$ cat src/rtl/msu_stream.sv
// rtl/msu_stream.sv - squaring job sequencer: receive seed, drive squarer, stream checkpoint/final frames
module msu_stream #(
  parameter int AXI_LEN               = 64,
  parameter int C_XFER_SIZE_WIDTH     = 32,
  parameter int REDUNDANT_ELEMENTS    = 2,
  parameter int NONREDUNDANT_ELEMENTS = 8,
  parameter int NUM_ELEMENTS          = NONREDUNDANT_ELEMENTS + REDUNDANT_ELEMENTS,
  parameter int BIT_LEN               = 17,
  parameter int WORD_LEN              = 16,
  parameter int T_LEN                 = 64
) (
  input  logic                                     clk,
  input  logic                                     reset_n,
  input  logic                                     s_axis_tvalid,
  output logic                                     s_axis_tready,
  input  logic [AXI_LEN-1:0]                       s_axis_tdata,
  output logic [C_XFER_SIZE_WIDTH-1:0]             s_axis_xfer_size_in_bytes,
  output logic                                     m_axis_tvalid,
  input  logic                                     m_axis_tready,
  output logic [AXI_LEN-1:0]                       m_axis_tdata,
  output logic [AXI_LEN/8-1:0]                     m_axis_tkeep,
  output logic                                     m_axis_tlast,
  output logic                                     m_axis_tuser,
  output logic [C_XFER_SIZE_WIDTH-1:0]             m_axis_xfer_size_in_bytes,
  input  logic [T_LEN-1:0]                         ckpt_interval,
  input  logic                                     abort,
  output logic                                     sq_start,
  output logic                                     sq_rst,
  output logic [NUM_ELEMENTS-1:0][BIT_LEN-1:0]     sq_in,
  input  logic [NUM_ELEMENTS-1:0][BIT_LEN-1:0]     sq_out,
  input  logic                                     sq_valid,
  output logic                                     ap_done,
  output logic                                     start_xfer,
  output logic                                     ckpt_overflow
);

  localparam int TB        = T_LEN / AXI_LEN;
  localparam int EIN       = AXI_LEN / WORD_LEN;
  localparam int EOUT      = AXI_LEN / 32;
  localparam int IN_BEATS  = 2 * TB + (NONREDUNDANT_ELEMENTS + EIN - 1) / EIN;
  localparam int OUT_BEATS = TB + (NUM_ELEMENTS + EOUT - 1) / EOUT;
  localparam int IB_W      = $clog2(IN_BEATS);
  localparam int OB_W      = $clog2(OUT_BEATS);

  typedef enum logic [2:0] {RECV, LOAD, START, COMPUTE, DRAIN, SEND, DONE} state_t;
  typedef logic [NUM_ELEMENTS-1:0][BIT_LEN-1:0] elems_t;

  logic [1:0]         rst_sync_q;
  logic               rst_n_int;
  state_t             state_q;
  logic [IB_W-1:0]    in_cnt_q;
  logic [AXI_LEN-1:0] in_buf_q [IN_BEATS];
  logic [T_LEN-1:0]   t_cur_q, ckpt_int_q, ckpt_cnt_q, out_t_q;
  elems_t             sq_in_q, out_el_q;
  logic               out_valid_q, out_final_q;
  logic [OB_W-1:0]    beat_q;
  logic               sq_start_q, ap_done_q, start_xfer_q, ovf_q;
  logic [T_LEN-1:0]   t_start, t_final, t_next;
  elems_t             seed;
  logic               ckpt_due, out_last, out_fire;
  logic [AXI_LEN-1:0] beat_data;

  // Assertion is immediate through the async clear; release reaches the core two edges later.
  always_ff @(posedge clk or negedge reset_n) begin
    if (!reset_n) rst_sync_q <= 2'b00;
    else          rst_sync_q <= {rst_sync_q[0], 1'b1};
  end
  assign rst_n_int = rst_sync_q[1];

  always_comb begin
    t_start = '0;
    t_final = '0;
    seed    = '0;
    for (int b = 0; b < TB; b++) begin
      t_start[b*AXI_LEN +: AXI_LEN] = in_buf_q[b];
      t_final[b*AXI_LEN +: AXI_LEN] = in_buf_q[TB+b];
    end
    for (int k = 0; k < NONREDUNDANT_ELEMENTS; k++)
      seed[k] = BIT_LEN'(in_buf_q[2*TB + k/EIN][WORD_LEN*(k%EIN) +: WORD_LEN]);
  end

  always_comb begin
    beat_data = '0;
    for (int b = 0; b < TB; b++)
      if (beat_q == OB_W'(b)) beat_data = out_t_q[b*AXI_LEN +: AXI_LEN];
    for (int k = 0; k < NUM_ELEMENTS; k++)
      if (beat_q == OB_W'(TB + k/EOUT)) beat_data[32*(k%EOUT) +: 32] = 32'(out_el_q[k]);
  end

  assign t_next   = t_cur_q + T_LEN'(1);
  assign ckpt_due = (ckpt_int_q != '0) && (ckpt_cnt_q + T_LEN'(1) == ckpt_int_q);
  assign out_last = (beat_q == OB_W'(OUT_BEATS-1));
  assign out_fire = out_valid_q && m_axis_tready;

  always_ff @(posedge clk or negedge rst_n_int) begin
    if (!rst_n_int) begin
      state_q      <= RECV;
      in_cnt_q     <= '0;
      for (int i = 0; i < IN_BEATS; i++) in_buf_q[i] <= '0;
      t_cur_q      <= '0;
      ckpt_int_q   <= '0;
      ckpt_cnt_q   <= '0;
      out_t_q      <= '0;
      sq_in_q      <= '0;
      out_el_q     <= '0;
      out_valid_q  <= 1'b0;
      out_final_q  <= 1'b0;
      beat_q       <= '0;
      sq_start_q   <= 1'b0;
      ap_done_q    <= 1'b0;
      start_xfer_q <= 1'b0;
      ovf_q        <= 1'b0;
    end else begin
      sq_start_q   <= 1'b0;
      ap_done_q    <= 1'b0;
      start_xfer_q <= 1'b0;
      if (out_fire) begin
        if (out_last) begin
          out_valid_q <= 1'b0;
          beat_q      <= '0;
        end else begin
          beat_q <= beat_q + OB_W'(1);
        end
      end
      if (abort && state_q != RECV) begin
        state_q     <= RECV;
        out_valid_q <= 1'b0;
        beat_q      <= '0;
        in_cnt_q    <= '0;
      end else begin
        case (state_q)
          RECV: if (s_axis_tvalid) begin
            in_buf_q[in_cnt_q] <= s_axis_tdata;
            if (in_cnt_q == IB_W'(IN_BEATS-1)) begin
              in_cnt_q <= '0;
              state_q  <= LOAD;
            end else begin
              in_cnt_q <= in_cnt_q + IB_W'(1);
            end
          end
          LOAD: begin
            sq_in_q    <= seed;
            t_cur_q    <= t_start;
            ckpt_int_q <= ckpt_interval;
            ckpt_cnt_q <= '0;
            ovf_q      <= 1'b0;
            state_q    <= START;
          end
          START: if (t_start == t_final) begin
            out_t_q      <= t_final;
            out_el_q     <= sq_in_q;
            out_final_q  <= 1'b1;
            out_valid_q  <= 1'b1;
            beat_q       <= '0;
            start_xfer_q <= 1'b1;
            state_q      <= SEND;
          end else begin
            sq_start_q <= 1'b1;
            state_q    <= COMPUTE;
          end
          COMPUTE: if (sq_valid) begin
            t_cur_q <= t_next;
            if (t_next == t_final) begin
              // sq_in_q parks the final result while an earlier checkpoint drains
              sq_in_q <= sq_out;
              if (out_valid_q) begin
                state_q <= DRAIN;
              end else begin
                out_t_q      <= t_next;
                out_el_q     <= sq_out;
                out_final_q  <= 1'b1;
                out_valid_q  <= 1'b1;
                beat_q       <= '0;
                start_xfer_q <= 1'b1;
                state_q      <= SEND;
              end
            end else if (ckpt_due) begin
              ckpt_cnt_q <= '0;
              if (out_valid_q) begin
                ovf_q <= 1'b1;
              end else begin
                out_t_q     <= t_next;
                out_el_q    <= sq_out;
                out_final_q <= 1'b0;
                out_valid_q <= 1'b1;
                beat_q      <= '0;
              end
            end else begin
              ckpt_cnt_q <= ckpt_cnt_q + T_LEN'(1);
            end
          end
          DRAIN: if (!out_valid_q) begin
            out_t_q      <= t_final;
            out_el_q     <= sq_in_q;
            out_final_q  <= 1'b1;
            out_valid_q  <= 1'b1;
            beat_q       <= '0;
            start_xfer_q <= 1'b1;
            state_q      <= SEND;
          end
          SEND: if (out_fire && out_last) begin
            ap_done_q <= 1'b1;
            state_q   <= DONE;
          end
          DONE:    state_q <= RECV;
          default: state_q <= RECV;
        endcase
      end
    end
  end

  assign s_axis_tready             = rst_n_int && (state_q == RECV);
  assign s_axis_xfer_size_in_bytes = C_XFER_SIZE_WIDTH'(IN_BEATS * AXI_LEN / 8);
  assign m_axis_xfer_size_in_bytes = C_XFER_SIZE_WIDTH'(OUT_BEATS * AXI_LEN / 8);
  assign m_axis_tvalid             = out_valid_q;
  assign m_axis_tdata              = beat_data;
  assign m_axis_tkeep              = '1;
  assign m_axis_tlast              = out_valid_q && out_last;
  assign m_axis_tuser              = out_final_q;
  assign sq_start                  = sq_start_q;
  assign sq_rst                    = !rst_n_int || (state_q == RECV) || (state_q == DONE);
  assign sq_in                     = sq_in_q;
  assign ap_done                   = ap_done_q;
  assign start_xfer                = start_xfer_q;
  assign ckpt_overflow             = ovf_q;

endmodule

$ cat config.mk
export PLATFORM = sky130hd
export DESIGN_NAME = msu_stream
export DESIGN_NICKNAME = d
export VERILOG_FILES = /design/src/rtl/msu_stream.sv
export SDC_FILE = /design/constraint.sdc
export NUM_CORES = 2
export LEC_CHECK = 0
export CAP_MARGIN = 20
export CELL_PAD_IN_SITES_DETAIL_PLACEMENT = 2
export CELL_PAD_IN_SITES_GLOBAL_PLACEMENT = 2
export CORE_MARGIN = 1.5
export CORE_UTILIZATION = 29
export CTS_BUF_LIST = sky130_fd_sc_hd__clkbuf_16
export DETAILED_ROUTE_END_ITERATION = 6
export GPL_TIMING_DRIVEN = 0
export HOLD_SLACK_MARGIN = 0.05
export PLACE_DENSITY = 0.69
export SLEW_MARGIN = 20
export SYNTH_ARGS = -nofsm -noshare
export SYNTH_HDL_FRONTEND = slang
export SYNTH_SLANG_ARGS = --single-unit
$ cat constraint.sdc
create_clock -name clk -period 36.4 [get_ports clk]
set_input_delay 7.28 -clock clk [delete_from_list [all_inputs] [get_ports clk]]
set_output_delay 7.28 -clock clk [all_outputs]
set_load 0.05 [all_outputs]
Word level (Yosys, flattened, before mapping)
Index checks and enable logic that the tools add are counted.
Storage, ports and cells
  flip-flop bits (word level): 868
  input bits: 304
Cells by class
  add/sub/neg operators: 4
  magnitude comparators: 2
  equal/unequal tests: 30
  muxes and demuxes: 93
  bitwise logic cells: 2
  reduce and logical (&&, ||, !) cells: 28
Operators with widths (count)
  2-to-1 mux 170 bit: 8
  2-to-1 mux 64 bit: 12
  one-hot mux 170 bit (3 select lines): 1
  one-hot mux 170 bit (2 select lines): 1
  2-to-1 mux 32 bit: 10
  bitwise mux 256 bit: 1
  one-hot mux 64 bit (2 select lines): 2
  equality test 64 bit: 3
  one-hot mux 64 bit (3 select lines): 1
  adder 64 x 1 -> 64 bit (second input constant): 2
  demux 64 bit (select 2 bit): 1
  nonzero test 64 bit: 1
  2-to-1 mux 3 bit: 16
  2-to-1 mux 1 bit: 30
  inequality test 3 bit (second input constant): 8
  AND reduction 6 bit: 4
  one-hot mux 3 bit (6 select lines): 1
  equality test 3 bit (second input constant): 5
  inequality test 2 bit (second input constant): 7
  equality test 3 x 2 -> 1 bit (second input constant): 4
  one-hot mux 1 bit (3 select lines): 3
  one-hot mux 3 bit (3 select lines): 1
  2-to-1 mux 2 bit: 4
  AND reduction 4 bit: 2
  17 further kinds: 31

Depth between registers and ports, before layout
  word-level depth: 9
  depth in mapped cells: 18
  mapped depth without buffers: 12

Worst setup path before layout
OpenSTA, ideal clock, no wires.
  path kind: register to output
  start: register rst_sync_q[1]
  end: output sq_rst
  data arrival time: 28734 ps
  data required time: 29120 ps
  path slack: 386 ps
  stages on the path, launching flop included: 2
  buffers on the path: 0
  cell sequence: dfrtp_1 o21ai_0
On the way
  cells in the longest elaborated chain, start to end: 3
Ends and longest elaborated chain
  start, declared: RTL line 48  | logic [1:0] rst_sync_q;
  start signal, assigned: RTL line 66  | else rst_sync_q <= {rst_sync_q[0], 1'b1};
  logical NOT 1 bit: RTL line 221  | assign sq_rst = !rst_n_int || (state_q == RECV) || (state_q == DONE);
  logical OR 1 bit (2 in series): RTL line 221
  end, declared: RTL line 28  | output logic sq_rst,
Every way passes these cells.

Worst setup path in the final report
  start: register beat_q[1]
  end: output m_axis_tdata[45]
On the way
  cells in the longest elaborated chain, start to end: 7
Ends and longest elaborated chain
  start, declared: RTL line 56  | logic [OB_W-1:0] beat_q;
  start signal, assigned: RTL line 122  | beat_q <= beat_q + OB_W'(1);
  logical NOT 3 bit: RTL line 85  | if (beat_q == OB_W'(b)) beat_data = out_t_q[b*AXI_LEN +: AXI_LEN];
  2-to-1 mux 64 bit: RTL line 85
  2-to-1 mux 32 bit (4 in series): RTL line 87  | if (beat_q == OB_W'(TB + k/EOUT)) beat_data[32*(k%EOUT) +: 32] = 32'(out_el_q[k]);
  2-to-1 mux 32 bit *: RTL line 87
  end, declared: RTL line 20  | output logic [AXI_LEN-1:0] m_axis_tdata,
Every way passes the cells marked *; elsewhere a longest branch is shown, timed or not.

==> impl_metrics.toml <==
[timing]
rsz0062_at_grt = "no"
max_freq_mhz = 74.61
fin_ws_ns = 23.00
post-route-min-period_ns = 13.40
slew_headroom = 0.1757
tightest_slew_ns = 1.236
whs_ns = 0.2280
hold_viol = 0
drv_slew = 0
clock_skew_ns = 0.05368
fin_crit_sh = 0.3682
setup_violations = 0

[pwr]
p_clk_frac = 0.195
internal_power_w = 0.002907
combPwrFrac = 0.475
swShare = 0.4635
power_density_nw_per_um2 = 89.52
p_sw_w = 0.002511
seqPwrFrac = 0.330
ir_drop_mv = 0.04303
p_leak_nw = 26.66

[setup_path]
critPathMostFrequentCell = "clkbuf_1"
crit_path_end_kind = "primary output"
path_max_fanout = 10
crit_type = "register to primary output"
worstSetupStartpointType = "register"
critPathSlowestCell = "clkdlybuf4s50_1"
path_cells = "clkbuf_1 -> clkbuf_1 -> buf_1 -> and2_1 -> ha_1 -> clkbuf_1 -> nor2_1 -> clkbuf_1 -> a22oi_1 -> nor2_1 -> a21oi_1 -> o21ai_0 -> clkdlybuf4s50_1"
critPathTopFamily = "buffers and inverters"
critPathMaxStageDelay_ns = 0.92
crit_arrival_ns = 6.12
path_buf_inv = 6
crit_required_ns = 29.12

[grt]
grt_usage = 0.2919
use_met3 = 0.04785
grt.overflow.total = 0
grt_start_max_net_pins = 52
busiest_layer = "met2"
grt_pass1_wl_um = 351300
use_met1 = 0.3964
grt_util_met2 = 0.4666
grt_pass1_vias = 44970
antenna_found_initial = 32

[synth]
synth.largest_area_cell = "dfrtp_1"
ys_async_sr_fraction = 1.000
synthFlopType = "dfrtp_1"
synthTopCellsByArea = "dfrtp_1 (45%), mux2_2 (14%), nand2_1 (7.3%), mux2_4 (2.8%), xnor2_1 (2.6%)"
yosysWarnings = 0
synth_most_common_cell = "nand2_1"
synth_common_cells = "nand2_1 (932), dfrtp_1 (868), mux2_2 (576)"
ys_types = 89
seq_area_frac_synth = 0.4524
ys_seq_elements = 868
synth_cells = 4790
synth_area_per_cell_um2 = 10.02
netlist_area_um2 = 48020
synth_top_area_frac = 0.4524
synth-edff-count = 0

[detailed_routing]
wl_per_cell_um = 31.97
drt_iter0_drc = 3035
ant_nets = 0
dr.pass1.iters = 5
routed-via-count = 42480
wl_um = 250200
viasPerCell = 5.428
drc = 0

[finish]
design_area_um2 = 60520
final_core_utilization = 0.3676
fillers = 17730
nets = 5849
multi_input_area_um2 = 24320
seq_area_um2 = 21720
final_cells = 7826
area_growth_pct = 26.03
drive_gt1_frac = 0.1860

[placed_design]
dp_slack_ns = 23.67
dp_hpwl_um = 198700
gp_congestion = 0.9589
port_buffers = 545
placed_cells = 7619
postPlaceCellArea_um2 = 57090

[floorplan]
initial_core_util = 0.2917
die_area_um2 = 168000
die_w_um = 409.9
core_area_um2 = 164600
die_h_um = 409.9
std_cell_rows = 149
ios = 619

[clocking]
cts_tree = "built"
cts_root_buffer = "clkbuf_16"
cts_made_buffers = 106
cts_max_level = 3
clkTransAtPathRegs_ns = 0.06
cts_resized = 0
cts_setup_buffers = 0
cts_buffer_depth = 3
clk_latency_ns = 0.76
clock-sinks = 868
cts_hold_buf = 0

[run_status]
status = "finished clean"

[min_path]
hp-class = "register to async pin"

[job]
maxCapViolCount = 0
## area by class of cell
class / count / share of cell area
Clock buffer: 106 / 0.04383
Clock inverter: 87 / 0.01185
Antenna cell: 14 / 0.0005789
Multi-Input combinational cell: 3540 / 0.4019
Timing Repair Buffer: 569 / 0.09922
Inverter: 37 / 0.002295
Sequential cell: 868 / 0.3590
Buffer: 416 / 0.03608
Tap cell: 2189 / 0.04526
## power by group through the flow
stage / Sequential [W] / Combinational, W / Clock (W)
final: 0.00179 / 0.00257 / 0.00105
after global routing: 0.00183 / 0.00270 / 0.00111
after CTS: 0.00178 / 0.00256 / 0.00108
after detailed placement: 0.00179 / 0.00254 / 0
after global placement: 0.00179 / 0.00246 / 0
after floorplan: 0.00184 / 0.00136 / 0
## sequential cells by signal, summed over array words and instances, names as in the netlist, 2 cells and up
signal      count
beat_q          3
ckpt_cnt_q     64
ckpt_int_q     64
in_buf_q      128
in_cnt_q        2
out_el_q      170
out_t_q        64
rst_sync_q      2
sq_in         170
state_q         3
t_cur_q        64
t_final        64
t_start        64
## path summary, 6_finish.rpt
check,from,cells after the start,slack (ns),end
hold reg to reg,rst_sync_q[1],0,0.23,t_final[14]
min in group clk,rst_sync_q[0],0,0.35,rst_sync_q[1]
hold / removal,rst_sync_q[1],0,0.23,t_final[14]
setup / recovery,beat_q[1],13,23.00,m_axis_tdata[45]
max in group asynchronous,reset_n,1,29.56,rst_sync_q[1]
setup reg to reg,ckpt_cnt_q[34],14,28.62,ckpt_cnt_q[48]
## kinds of logic (layout without fill, tap and decap cells)
logic type / count (synthesis) / after routing / share of synthesized area
compound gates: 688 / 688 / 0.09081
flops: 868 / 868 / 0.4524
fa+ha+maj: 7 / 7 / 0.001824
xor+xnor: 269 / 269 / 0.05055
simple gates: 1739 / 1739 / 0.1710
buf+inv: 453 / 1215 / 0.04818
mux: 764 / 764 / 0.1851
other cells: 2 / 87 / 0.0001564
## metrics by stage
stage | total power (W) | setup TNS [ns]
CTS | 0.005417 | 0
global placement | 0.004253 | -2492.78
floorplan | 0.003208 | 0
detailed placement | 0.004333 | 0
global route | 0.005642 | 0
finish | 0.005418 | 0
## metal layers
metal	vias up	routed length (um)
met5	-	78
met4	16	9380
met1	22510	110600
met2	1383	115300
met3	353	14790
li1	18220	-
## placed cells by master (no fill, tap or decap), types with 100 or more instances in the layout
master / synthesis / routed
clkbuf_16: 0 / 106
nand2_1: 932 / 931
mux2_2: 576 / 576
dfrtp_1: 868 / 867
o21ai_0: 237 / 237
a21oi_1: 128 / 127
clkdlybuf4s50_1: 0 / 545
xor2_1: 121 / 121
nand3_1: 100 / 100
nor2_1: 186 / 185
clkbuf_1: 255 / 248
xnor2_1: 143 / 143
## worst register-to-register path, stage by stage, from the launching register on
cell and delay (ns):
dfrtp_1 0.33, clkbuf_1 0.48, nand4_1 0.38, nor4_1 0.98, nand4_1 0.73, or4_1 0.71, xnor2_1 0.23, nand4_1 0.27
and4b_1 0.24, nand4bb_1 0.11, clkbuf_1 0.46, nand2_1 0.66, nor2_2 0.93, clkbuf_1 0.92, a22o_1 0.26
Power figures use the tool's default switching activity.
